**src/rtl/rfid_reader_pie_tx_pkg.sv**
```systemverilog
// Shared definitions for the Gen2 reader PIE transmitter: default symbol
// timing in 128 ns clock cycles, payload width, FSM state encoding and the
// data-bit symbol length helper.
package rfid_reader_pie_tx_pkg;

  // Clock is 2^CLK_EXP ns per cycle; upstream ns->cycle conversions shift by this.
  localparam int CLK_EXP        = 7;
  localparam int MAX_BITS       = 64;
  localparam int CNT_W          = 16;

  localparam int DELIM_CYC_DEF  = 117;
  localparam int PW_CYC_DEF     = 8;
  localparam int TARI_CYC_DEF   = 49;
  localparam int RTCAL_CYC_DEF  = 146;
  localparam int TRCAL_CYC_DEF  = 195;

  typedef enum logic [2:0] {
    ST_IDLE  = 3'd0,
    ST_DELIM = 3'd1,
    ST_DATA0 = 3'd2,
    ST_RTCAL = 3'd3,
    ST_TRCAL = 3'd4,
    ST_BITS  = 3'd5,
    ST_DONE  = 3'd6
  } pie_state_t;

  // A data-1 lasts RTCAL minus one Tari; a data-0 lasts one Tari.
  function automatic logic [CNT_W-1:0] bit_sym_len(input logic b, input int tari,
                                                   input int rtcal);
    return b ? CNT_W'(rtcal - tari) : CNT_W'(tari);
  endfunction

endpackage

```
**src/rtl/rfid_pie_symbol_timer.sv**
```systemverilog
// PIE symbol timer: loaded with a symbol length L, it holds the modulation
// level high for L-PW_CYC cycles then low for PW_CYC cycles, and flags the
// last cycle of the symbol with sym_end. A delimiter load holds the level low
// for the whole length. The level output is a flop and idles high (CW).
module rfid_pie_symbol_timer
  import rfid_reader_pie_tx_pkg::*;
#(
  parameter int PW_CYC = PW_CYC_DEF
) (
  input  logic             clk,
  input  logic             reset,
  input  logic             load,
  input  logic [CNT_W-1:0] load_len,
  input  logic             load_low,
  input  logic             force_high,
  output logic             level,
  output logic             sym_end
);

  logic [CNT_W-1:0] cnt_q;
  logic             low_only_q;
  logic [CNT_W-1:0] cnt_m1;

  // cnt_q is the number of cycles left in the current symbol, this one included.
  assign cnt_m1  = cnt_q - CNT_W'(1);
  assign sym_end = (cnt_q == CNT_W'(1));

  // Count down the active symbol and register the level for the next cycle.
  always_ff @(posedge clk or posedge reset) begin
    if (reset) begin
      cnt_q      <= '0;
      low_only_q <= 1'b0;
      level      <= 1'b1;
    end else if (force_high) begin
      cnt_q      <= '0;
      low_only_q <= 1'b0;
      level      <= 1'b1;
    end else if (load) begin
      cnt_q      <= load_len;
      low_only_q <= load_low;
      level      <= !load_low && (load_len > CNT_W'(PW_CYC));
    end else if (cnt_q != '0) begin
      cnt_q      <= cnt_m1;
      level      <= !low_only_q && (cnt_m1 > CNT_W'(PW_CYC));
    end
  end

endmodule

```
**src/rtl/rfid_reader_pie_tx.sv**
```systemverilog
// Gen2 reader-to-tag PIE modulator. Captures a right-aligned command bit
// vector and emits delimiter, data-0, RTCAL, optional TRCAL, then the bits
// MSB first as PIE symbols on reader_modulation (1 = CW, 0 = low pulse).
// Optional feature: define PIE_TX_ABORT_EN to let tx_abort cut a packet short.
// Handshake: tx_start is a one-cycle request taken only while tx_busy is low
// (including the tx_done cycle); requests while busy are dropped, not queued.
// tx_done pulses for one cycle with tx_busy already low.
module rfid_reader_pie_tx
  import rfid_reader_pie_tx_pkg::*;
#(
  parameter int DELIM_CYC = DELIM_CYC_DEF,
  parameter int PW_CYC    = PW_CYC_DEF,
  parameter int TARI_CYC  = TARI_CYC_DEF,
  parameter int RTCAL_CYC = RTCAL_CYC_DEF,
  parameter int TRCAL_CYC = TRCAL_CYC_DEF
) (
  input  logic          clk,
  input  logic          reset,
  input  logic          tx_start,
  input  logic          tx_preamble,
  input  logic [6:0]    tx_len,
  input  logic [63:0]   tx_bits,
  input  logic          tx_abort,
  output logic          tx_busy,
  output logic          tx_done,
  output logic          tx_aborted,
  output logic          reader_modulation,
  output logic [2:0]    fsm_state
);

  pie_state_t       state_q, state_n;
  logic [6:0]       idx_q, idx_n, first_idx, idx_m1;
  logic [6:0]       len_q;
  logic [63:0]      bits_q;
  logic             pre_q;
  logic             busy_q, busy_n, done_q, done_n, aborted_q, aborted_n;
  logic             capture, finish;
  logic             t_load, t_low, t_force, sym_end;
  logic [CNT_W-1:0] t_len;

  assign tx_busy    = busy_q;
  assign tx_done    = done_q;
  assign tx_aborted = aborted_q;
  assign fsm_state  = state_q;

  rfid_pie_symbol_timer #(.PW_CYC(PW_CYC)) u_timer (
    .clk        (clk),
    .reset      (reset),
    .load       (t_load),
    .load_len   (t_len),
    .load_low   (t_low),
    .force_high (t_force),
    .level      (reader_modulation),
    .sym_end    (sym_end)
  );

  // Sequence the symbols of a packet and pick the length of the next one.
  always_comb begin
    state_n   = state_q;
    idx_n     = idx_q;
    busy_n    = busy_q;
    done_n    = 1'b0;
    aborted_n = 1'b0;
    capture   = 1'b0;
    finish    = 1'b0;
    t_load    = 1'b0;
    t_len     = '0;
    t_low     = 1'b0;
    t_force   = 1'b0;
    first_idx = len_q - 7'd1;
    idx_m1    = idx_q - 7'd1;
    case (state_q)
      ST_IDLE, ST_DONE: begin
        state_n = ST_IDLE;
        busy_n  = 1'b0;
        if (tx_start) begin
          capture = 1'b1;
          state_n = ST_DELIM;
          busy_n  = 1'b1;
          t_load  = 1'b1;
          t_len   = CNT_W'(DELIM_CYC);
          t_low   = 1'b1;
        end
      end
      ST_DELIM: if (sym_end) begin
        state_n = ST_DATA0;
        t_load  = 1'b1;
        t_len   = CNT_W'(TARI_CYC);
      end
      ST_DATA0: if (sym_end) begin
        state_n = ST_RTCAL;
        t_load  = 1'b1;
        t_len   = CNT_W'(RTCAL_CYC);
      end
      ST_RTCAL, ST_TRCAL: if (sym_end) begin
        if (state_q == ST_RTCAL && pre_q) begin
          state_n = ST_TRCAL;
          t_load  = 1'b1;
          t_len   = CNT_W'(TRCAL_CYC);
        end else if (len_q != 7'd0) begin
          state_n = ST_BITS;
          idx_n   = first_idx;
          t_load  = 1'b1;
          t_len   = bit_sym_len(bits_q[first_idx[5:0]], TARI_CYC, RTCAL_CYC);
        end else begin
          finish = 1'b1;
        end
      end
      ST_BITS: if (sym_end) begin
        if (idx_q == 7'd0) begin
          finish = 1'b1;
        end else begin
          idx_n  = idx_m1;
          t_load = 1'b1;
          t_len  = bit_sym_len(bits_q[idx_m1[5:0]], TARI_CYC, RTCAL_CYC);
        end
      end
      default: state_n = ST_IDLE;
    endcase
    if (finish) begin
      state_n = ST_DONE;
      t_force = 1'b1;
      done_n  = 1'b1;
      busy_n  = 1'b0;
    end
`ifdef PIE_TX_ABORT_EN
    // Abort only applies mid-packet, so a start in IDLE/DONE always wins.
    if (tx_abort && busy_q) begin
      state_n   = ST_IDLE;
      t_load    = 1'b0;
      t_force   = 1'b1;
      done_n    = 1'b1;
      aborted_n = 1'b1;
      busy_n    = 1'b0;
    end
`endif
  end

`ifndef PIE_TX_ABORT_EN
  logic unused_abort;
  assign unused_abort = tx_abort;
`endif

  // State, status flags and the captured packet.
  always_ff @(posedge clk or posedge reset) begin
    if (reset) begin
      state_q   <= ST_IDLE;
      idx_q     <= '0;
      busy_q    <= 1'b0;
      done_q    <= 1'b0;
      aborted_q <= 1'b0;
      pre_q     <= 1'b0;
      len_q     <= '0;
      bits_q    <= '0;
    end else begin
      state_q   <= state_n;
      idx_q     <= idx_n;
      busy_q    <= busy_n;
      done_q    <= done_n;
      aborted_q <= aborted_n;
      if (capture) begin
        pre_q  <= tx_preamble;
        len_q  <= (tx_len > 7'(MAX_BITS)) ? 7'(MAX_BITS) : tx_len;
        bits_q <= tx_bits;
      end
    end
  end

  // Symbol ordering relies on PW < Tari < RTCAL < TRCAL.
  always @(posedge clk) begin
    assert (PW_CYC < TARI_CYC && TARI_CYC < RTCAL_CYC && RTCAL_CYC < TRCAL_CYC);
  end

endmodule

```
**config.mk**
```make
export PLATFORM = sky130hd
export DESIGN_NAME = rfid_reader_pie_tx
export DESIGN_NICKNAME = d
export VERILOG_FILES = /design/src/rtl/rfid_reader_pie_tx_pkg.sv /design/src/rtl/rfid_pie_symbol_timer.sv /design/src/rtl/rfid_reader_pie_tx.sv
export SDC_FILE = /design/constraint.sdc
export NUM_CORES = 1
export LEC_CHECK = 0
export CAP_MARGIN = 0
export CELL_PAD_IN_SITES_DETAIL_PLACEMENT = 0
export CELL_PAD_IN_SITES_GLOBAL_PLACEMENT = 1
export CORE_MARGIN = 2
export CORE_UTILIZATION = 35
export CTS_CLUSTER_DIAMETER = 30
export DETAILED_ROUTE_END_ITERATION = 10
export PLACE_DENSITY_LB_ADDON = 0.1
export SKIP_CTS_REPAIR_TIMING = 1
export SLEW_MARGIN = 20
export SYNTH_ARGS = -nofsm -noshare
export SYNTH_HDL_FRONTEND = slang
export SYNTH_SLANG_ARGS = --single-unit
```
**constraint.sdc**
```tcl
create_clock -name clk -period 7.45 [get_ports clk]
set_input_delay 1.49 -clock clk [delete_from_list [all_inputs] [get_ports clk]]
set_output_delay 1.49 -clock clk [all_outputs]
set_load 0.02 [all_outputs]
```
==> out/qor.csv, run 1 <==
stage;metric;value;unit
cells_and_area;utilization after layout;43.3;%
die;starting density of the core;36.0;%
cells_and_area;area growth from synthesis to final layout;20.4;%
synthesis;unique cell type count in the Yosys netlist;72;
status;run status;completed;
clock_tree;CTS H-tree lvls;3;
cells_and_area;commonest cells after routing, fill and taps aside;223 x nand2_1, 100 x dfrtp_1, 80 x clkdlybuf4s50_1, 37 x nor2_1, 27 x mux4_2;
cells_and_area;final net count;762;
worst_setup_path;start point of the critical path;len_q[0];
grt;all-layer global routing usage;18.1;%
cells_and_area;layout cell share with drive strength beyond 1;10.1;%
pwr;power per unit of standard cell area;153;nW/µm²
worst_setup_path;cell depth of the worst setup path;9;
run;max cap viols;0;
worst_setup_path;Worst Path Class, Setup;flop to flop;
clock_tree;buffer type at the clock tree root;clkbuf_16;
synthesis;leading cell types by total area after synthesis;dfrtp_1 42%, nand2_1 14%, mux4_2 10%, mux4_1 5.3%, nor2_1 2.3%;
die;Core Footprint;16600;µm²
grt;global-route track usage on met3;3.90;%
synthesis;fraction of registers with async set/reset;100;%
synthesis;flip-flop and latch count after synthesis;102;
timing;fmax;0.261;GHz
pwr;worst vdd rail ir drop;0.000119;V
synthesis;post-synthesis cell type with the largest combined area;dfrtp_1;
routing;count of TritonRoute iterations in the first routing pass;4;
synthesis;count of flip-flops with a built-in enable after synthesis;0;
placed_design;input/output buffers;80;
timing;clock period minus worst slack;3840;ps
cells_and_area;area of the multi-input gates;3210;µm²
min_path;Hold/Removal Path Class;flop to flop;
clock_tree;number of buffers created by CTS;9;
synthesis;net count after synthesis;702;
worst_setup_path;critical path capture point type;flop;
grt;via count of the first global-routing pass;4798;
routing;number of nets with antenna violations after detailed routing;0;
worst_setup_path;beginning of the worst register-to-register path;len_q[0];
synthesis;summed instance area of the synthesized netlist;5990;µm²
worst_setup_path;kind of launch point of the worst setup path;flop;
worst_setup_path;required time worst endpoint;7740;ps
timing;Max Slew Vio Count;0;
timing;max-slew headroom at the worst pin;37.8;%
clock_tree;CTS sink cnt;102;
min_path;Cells on Worst Hold Path;2;
routing;total via count in the routed design;4698;
placed_design;placed instance area;6900;µm²
synthesis;sequential share of the synthesized area;42.7;%
grt;fraction of met2 tracks used by global routing;31.2;%
worst_setup_path;capture point of the worst path;u_timer.cnt_q[4];
cells_and_area;antenna diode instance count;0;
clock_tree;clock-pin slew reported for the worst setup and hold paths after clock tree synthesis;80;ps
cells_and_area;cell area after layout;7210;µm²
worst_setup_path;number of buffer and inverter stages on the critical path;2;
timing;setup ws final;3610;ps
die;die extent in y;135;µm
pwr;cell leakage power;3.36;nW
worst_setup_path;depth of the worst register-to-register path;9;
die;area enclosed by the die boundary;18200;µm²
worst_setup_path;reg-to-reg slack, setup;3610;ps
worst_setup_path;crit-path cells;buf_4 -> inv_1 -> ha_1 -> mux4_2 -> mux4_2 -> mux2i_1 -> mux2i_1 -> o41a_1 -> a21oi_1;
worst_setup_path;slowest stage cell, crit path;ha_1;
cells_and_area;filler cell count in the final layout;1633;
clock_tree;clock insertion delay at the later pin of the skew report;360;ps
timing;Setup Viol. Count Final;0;
timing;worst hold-check slack;495;ps
worst_setup_path;delay of the slowest critical-path stage;930;ps
placed_design;RePlAce Congestion;0.800;
synthesis;post-synthesis instance total;621;
die;I/O pin cnt;83;
timing;clk_skew;8.71;ps
worst_setup_path;largest fanout on the critical path;19;
clock_tree;clock tree from TritonCTS;built;
timing;hold violation count in the final report;0;
grt;antenna violations before repair;0;
routing;DRT Wirelength;15500;µm
synthesis;portion of synthesized cell area occupied by the leading cell type;42.2;%
worst_setup_path;arrival time of the worst setup path;4130;ps
grt;maximum number of pins on one net before global-route repair;76;
min_path;origin of the worst min-delay path;bits_q[48];
grt;Remaining Overflow, GRT;0;
synthesis;Mapped Avg Cell Area;9.64;µm²
routing;via density per instance;5.19;
placed_design;Detailed Place HPWL;10800;µm
timing;final sum of negative setup slack;0;ps
grt;met1 usage;23.6;%
routing;initial DRC count;224;
timing;post-route clock period utilization;51.5;%
timing;Worst Max-Slew Pin Slew;933;ps
routing;# DRC;0;
grt;wire length of the first global-routing pass;25500;µm
routing;post-detailed-route wirelength per cell;17.1;µm
clock_tree;buffers from clock root to sink, at most;2;
synthesis;Main synth FF type;dfrtp_1;
placed_design;worst setup timing slack at the placement stage;3340;ps
synthesis;count of warnings emitted by yosys;0;
timing;unrepaired setup endpoints after global routing;false;
cells_and_area;sequential cell area;2550;µm²
cells_and_area;most common cell after layout, fill and taps aside;nand2_1;
worst_setup_path;reg-to-reg endpoint;u_timer.cnt_q[4];
grt;busiest layer in global routing;met2;
die;floorplan row count;47;
worst_setup_path;cell type group with the largest total delay on the critical path;multiplexers;
die;Chip Width;135;µm
## power breakdown
| part | switching, W | internal, W | total [W] |
|---|---|---|---|
| registers | 0 | 0.000553 | 0.000553 |
| logic | 0.0000181 | 0.0000351 | 0.0000532 |
| clock network | 0.000230 | 0.000266 | 0.000496 |
| total | 0.000249 | 0.000854 | 0.00110 |
## how the worst min path moves through the flow
stage / endpoint / slack [ps]
global placement: bits_q[56] / 470
floorplan: bits_q[17] / 450
global route: bits_q[59] / 510
finish: bits_q[48] / 500
detailed placement: bits_q[48] / 480
CTS: bits_q[48] / 500
## logic make-up after synthesis
group,after synthesis,synth area share [%]
compound gates,75,8.45
xor+xnor,21,3.39
fa+ha+maj,5,1.05
buf+inv,45,4.01
flops,102,42.7
mux,43,16.1
other cells,1,0.0626
simple gates,329,24.3
## flip-flops by register name, summed over array words and instances, names as in the netlist
register	count
u_timer.low_only_q	1
u_timer.cnt_q	16
len_q	7
bits_q	64
tx_busy	1
tx_done	1
idx_q	7
pre_q	1
fsm_state	3
u_timer.level	1
## final cells by class
type                            count  share of cell area (%)
Clock buffer                        9                    3.12
Clock inverter                      6                    1.06
Inverter                           10                   0.555
Multi-Input combinational cell    474                    44.5
Sequential cell                   102                    35.4
Tap cell                          220                    3.82
Timing Repair Buffer               84                    11.5
## through the flow
stage	std cells	power (W)
after floorplan	621	0.000574
after global placement	890	0.000618
after detailed placement	890	0.000619
after CTS	905	0.00112
after global routing	905	0.00114
final	905	0.00110
## cell usage after synthesis, types with 5 or more instances
master and number:
clkbuf_1 22, ha_1 5, nand2_1 223, a31oi_1 6
a21oi_1 12, o21ai_0 24, xor2_1 13, dfrtp_1 101
nand3_1 8, mux4_2 27, inv_1 10, mux4_1 12
nor2_1 37, nand2b_1 7, nor3_1 9, xnor2_1 7
## routing by layer
layer	share of wire, %	wire, µm
met4	0.89	138
met5	0	0
met1	45	7030
met3	3.6	559
met2	50	7740
## worst register-to-register path, stage by stage (launching register included)
cell,delay [ps]
dfrtp_1,330
buf_4,340
inv_1,160
ha_1,930
mux4_2,600
mux4_2,470
mux2i_1,210
mux2i_1,190
o41a_1,420
a21oi_1,140
No activity file was read; power rests on OpenSTA's default activity.
==> run 2, diff against run 1 <==
==> constraint.sdc (replaced) <==
create_clock -name clk -period 4 [get_ports clk]
set_input_delay 0.8 -clock clk [delete_from_list [all_inputs] [get_ports clk]]
set_output_delay 0.8 -clock clk [all_outputs]
set_load 0.02 [all_outputs]
==> run 2 against run 1 <==
Critical path type unchanged. Design area up 1.0%. Core utilization rose by 0.44 points. Register-to-register slack got worse by 2800 ps. Largest power group unchanged. Sequential cell count did not move. Wire length decreased by 0.67%. Combinational power is 88% higher. Clock skew hardly changed. Die area unchanged.
==> out/qor.csv, run 2 (synthesis gave the netlist of run 1 again) <==
stage;metric;value;unit
status;run status;completed;
clock_tree;CTS H-tree lvls;3;
die;starting density of the core;36.0;%
die;die extent in y;135;µm
placed_design;Detailed Place HPWL;11100;µm
cells_and_area;Non-Filler Instances;913;
timing;hold violation count in the final report;0;
timing;max-slew headroom at the worst pin;39.1;%
timing;clk_skew;8.37;ps
grt;Remaining Overflow, GRT;0;
placed_design;placed instance area;6970;µm²
worst_setup_path;kind of launch point of the worst setup path;flop;
timing;final sum of negative setup slack;0;ps
worst_setup_path;Worst Path Class, Setup;flop to flop;
pwr;power per unit of standard cell area;285;nW/µm²
grt;all-layer global routing usage;17.9;%
cells_and_area;area growth from synthesis to final layout;21.7;%
die;floorplan row count;47;
timing;Worst Max-Slew Pin Slew;913;ps
routing;total via count in the routed design;4755;
placed_design;input/output buffers;80;
pwr;combinational share of power;4.8;%
placed_design;RePlAce Congestion;0.799;
clock_tree;number of buffers created by CTS;9;
pwr;proportion of power drawn by flip-flops and latches;49.6;%
cells_and_area;utilization after layout;43.8;%
die;I/O pin cnt;83;
routing;count of TritonRoute iterations in the first routing pass;4;
placed_design;count of placed standard cells including taps;897;
timing;fmax;0.318;GHz
cells_and_area;most common cell after layout, fill and taps aside;nand2_1;
pwr;cell leakage power;3.41;nW
timing;post-route clock period utilization;78.5;%
cells_and_area;cell area after layout;7280;µm²
worst_setup_path;largest fanout on the critical path;9;
routing;via density per instance;5.21;
routing;DRT Wirelength;15400;µm
clock_tree;CTS sink cnt;102;
worst_setup_path;beginning of the worst register-to-register path;idx_q[0];
run;max cap viols;0;
worst_setup_path;arrival time of the worst setup path;3420;ps
pwr;power share of the clock group;45.6;%
die;Core Footprint;16600;µm²
cells_and_area;number of flip-flops in the largest register;64;
clock_tree;clock-pin slew reported for the worst setup and hold paths after clock tree synthesis;70;ps
pwr;worst vdd rail ir drop;0.000178;V
clock_tree;clock insertion delay at the later pin of the skew report;360;ps
routing;# DRC;0;
die;Chip Width;135;µm
grt;via count of the first global-routing pass;4815;
cells_and_area;register with the most flip-flops;bits_q;
routing;initial DRC count;343;
min_path;Hold/Removal Path Class;flop to flop;
pwr;share of total power consumed by net switching;22.4;%
pwr;Internal Dissipation;0.00161;W
worst_setup_path;start point of the critical path;idx_q[0];
timing;Setup Viol. Count Final;0;
cells_and_area;layout cell share with drive strength beyond 1;10.8;%
timing;clock period minus worst slack;3140;ps
die;area enclosed by the die boundary;18200;µm²
cells_and_area;largest registers in the final layout;bits_q (64), u_timer.cnt_q (16);
clock_tree;buffer type at the clock tree root;clkbuf_16;
grt;maximum number of pins on one net before global-route repair;74;
grt;antenna violations before repair;0;
routing;post-detailed-route wirelength per cell;16.8;µm
pwr;switching pwr;0.000466;W
timing;unrepaired setup endpoints after global routing;false;
cells_and_area;commonest cells after routing, fill and taps aside;223 x nand2_1, 101 x dfrtp_1, 80 x clkdlybuf4s50_1, 37 x nor2_1, 27 x mux4_2;
min_path;origin of the worst min-delay path;bits_q[1];
cells_and_area;antenna diode instance count;0;
timing;Max Slew Vio Count;0;
worst_setup_path;critical path capture point type;flop;
clock_tree;clock tree from TritonCTS;built;
cells_and_area;final net count;769;
worst_setup_path;required time worst endpoint;4280;ps
clock_tree;buffers from clock root to sink, at most;2;
routing;number of nets with antenna violations after detailed routing;0;
grt;wire length of the first global-routing pass;25300;µm
-- run 2: cell types whose count changed in the layout (fill, tap and decap cells not counted) --
cell | previous run | this run
o21ai_2 | 1 | 0
clkbuf_8 | 0 | 1
dfrtp_1 | 100 | 101
clkinv_4 | 1 | 2
inv_6 | 3 | 2
buf_12 | 0 | 1
o21ai_1 | 0 | 1
dfrtp_2 | 1 | 0
buf_4 | 4 | 10
-- run 2: path summary, 6_finish.rpt --
check                                   end  slack (ps)  depth (start not counted)
max reg2reg                u_timer.cnt_q[3]         860                          9
max in group asynchronous     u_timer.level        2310                          3
min in group asynchronous      fsm_state[0]         950                          2
max                        u_timer.cnt_q[3]         860                          9
min                               bits_q[1]         500                          2
min reg2reg                       bits_q[1]         500                          2
-- run 2: critical path, cell delays in order (launching register included) --
cell and delay, ps:
dfrtp_1 380, inv_1 120, ha_1 240, or3b_1 480, o41ai_2 540, o221ai_2 300
o211ai_2 170, nand2_2 130, or3_1 550, nor2b_1 160
-- run 2: through the flow --
stage | power (W) | setup WS (ps) | hold slack, ps
4_1_cts | 0.00211 | 808 | 504
3_5_place_dp | 0.00115 | 827 | 485
6_report | 0.00208 | 858 | 498
2_1_floorplan | 0.00107 | 526 | 454
5_1_grt | 0.00216 | 609 | 523
3_3_place_gp | 0.00115 | 891 | 474
-- run 2: cell type report --
type	count	area, µm²
clock buffer	10	239
clock inverter	6	76.3
fill	1648	9360
inverter	10	40.0
multi-input combinational	474	3200
sequential	102	2550
tap	220	275
timing repair buffer	91	896
-- run 2: power by group through the flow --
stage	Sequential [W]	Combinational [W]	Clock [W]
floorplan	0.00105	0.0000190	0
CTS	0.00103	0.000103	0.000976
detailed placement	0.00105	0.000103	0
global placement	0.00105	0.000102	0
global route	0.00103	0.000110	0.00102
finish	0.00103	0.000100	0.000947
-- run 2: per-layer routing --
metal | track usage [%] | wire length (µm) | up-vias
li1 | - | - | 2295
met5 | 0 | 0 | -
met3 | 3.79 | 555 | 6
met2 | 29.8 | 7660 | 93
met4 | 4.44 | 136 | 0
met1 | 24.0 | 7010 | 2361
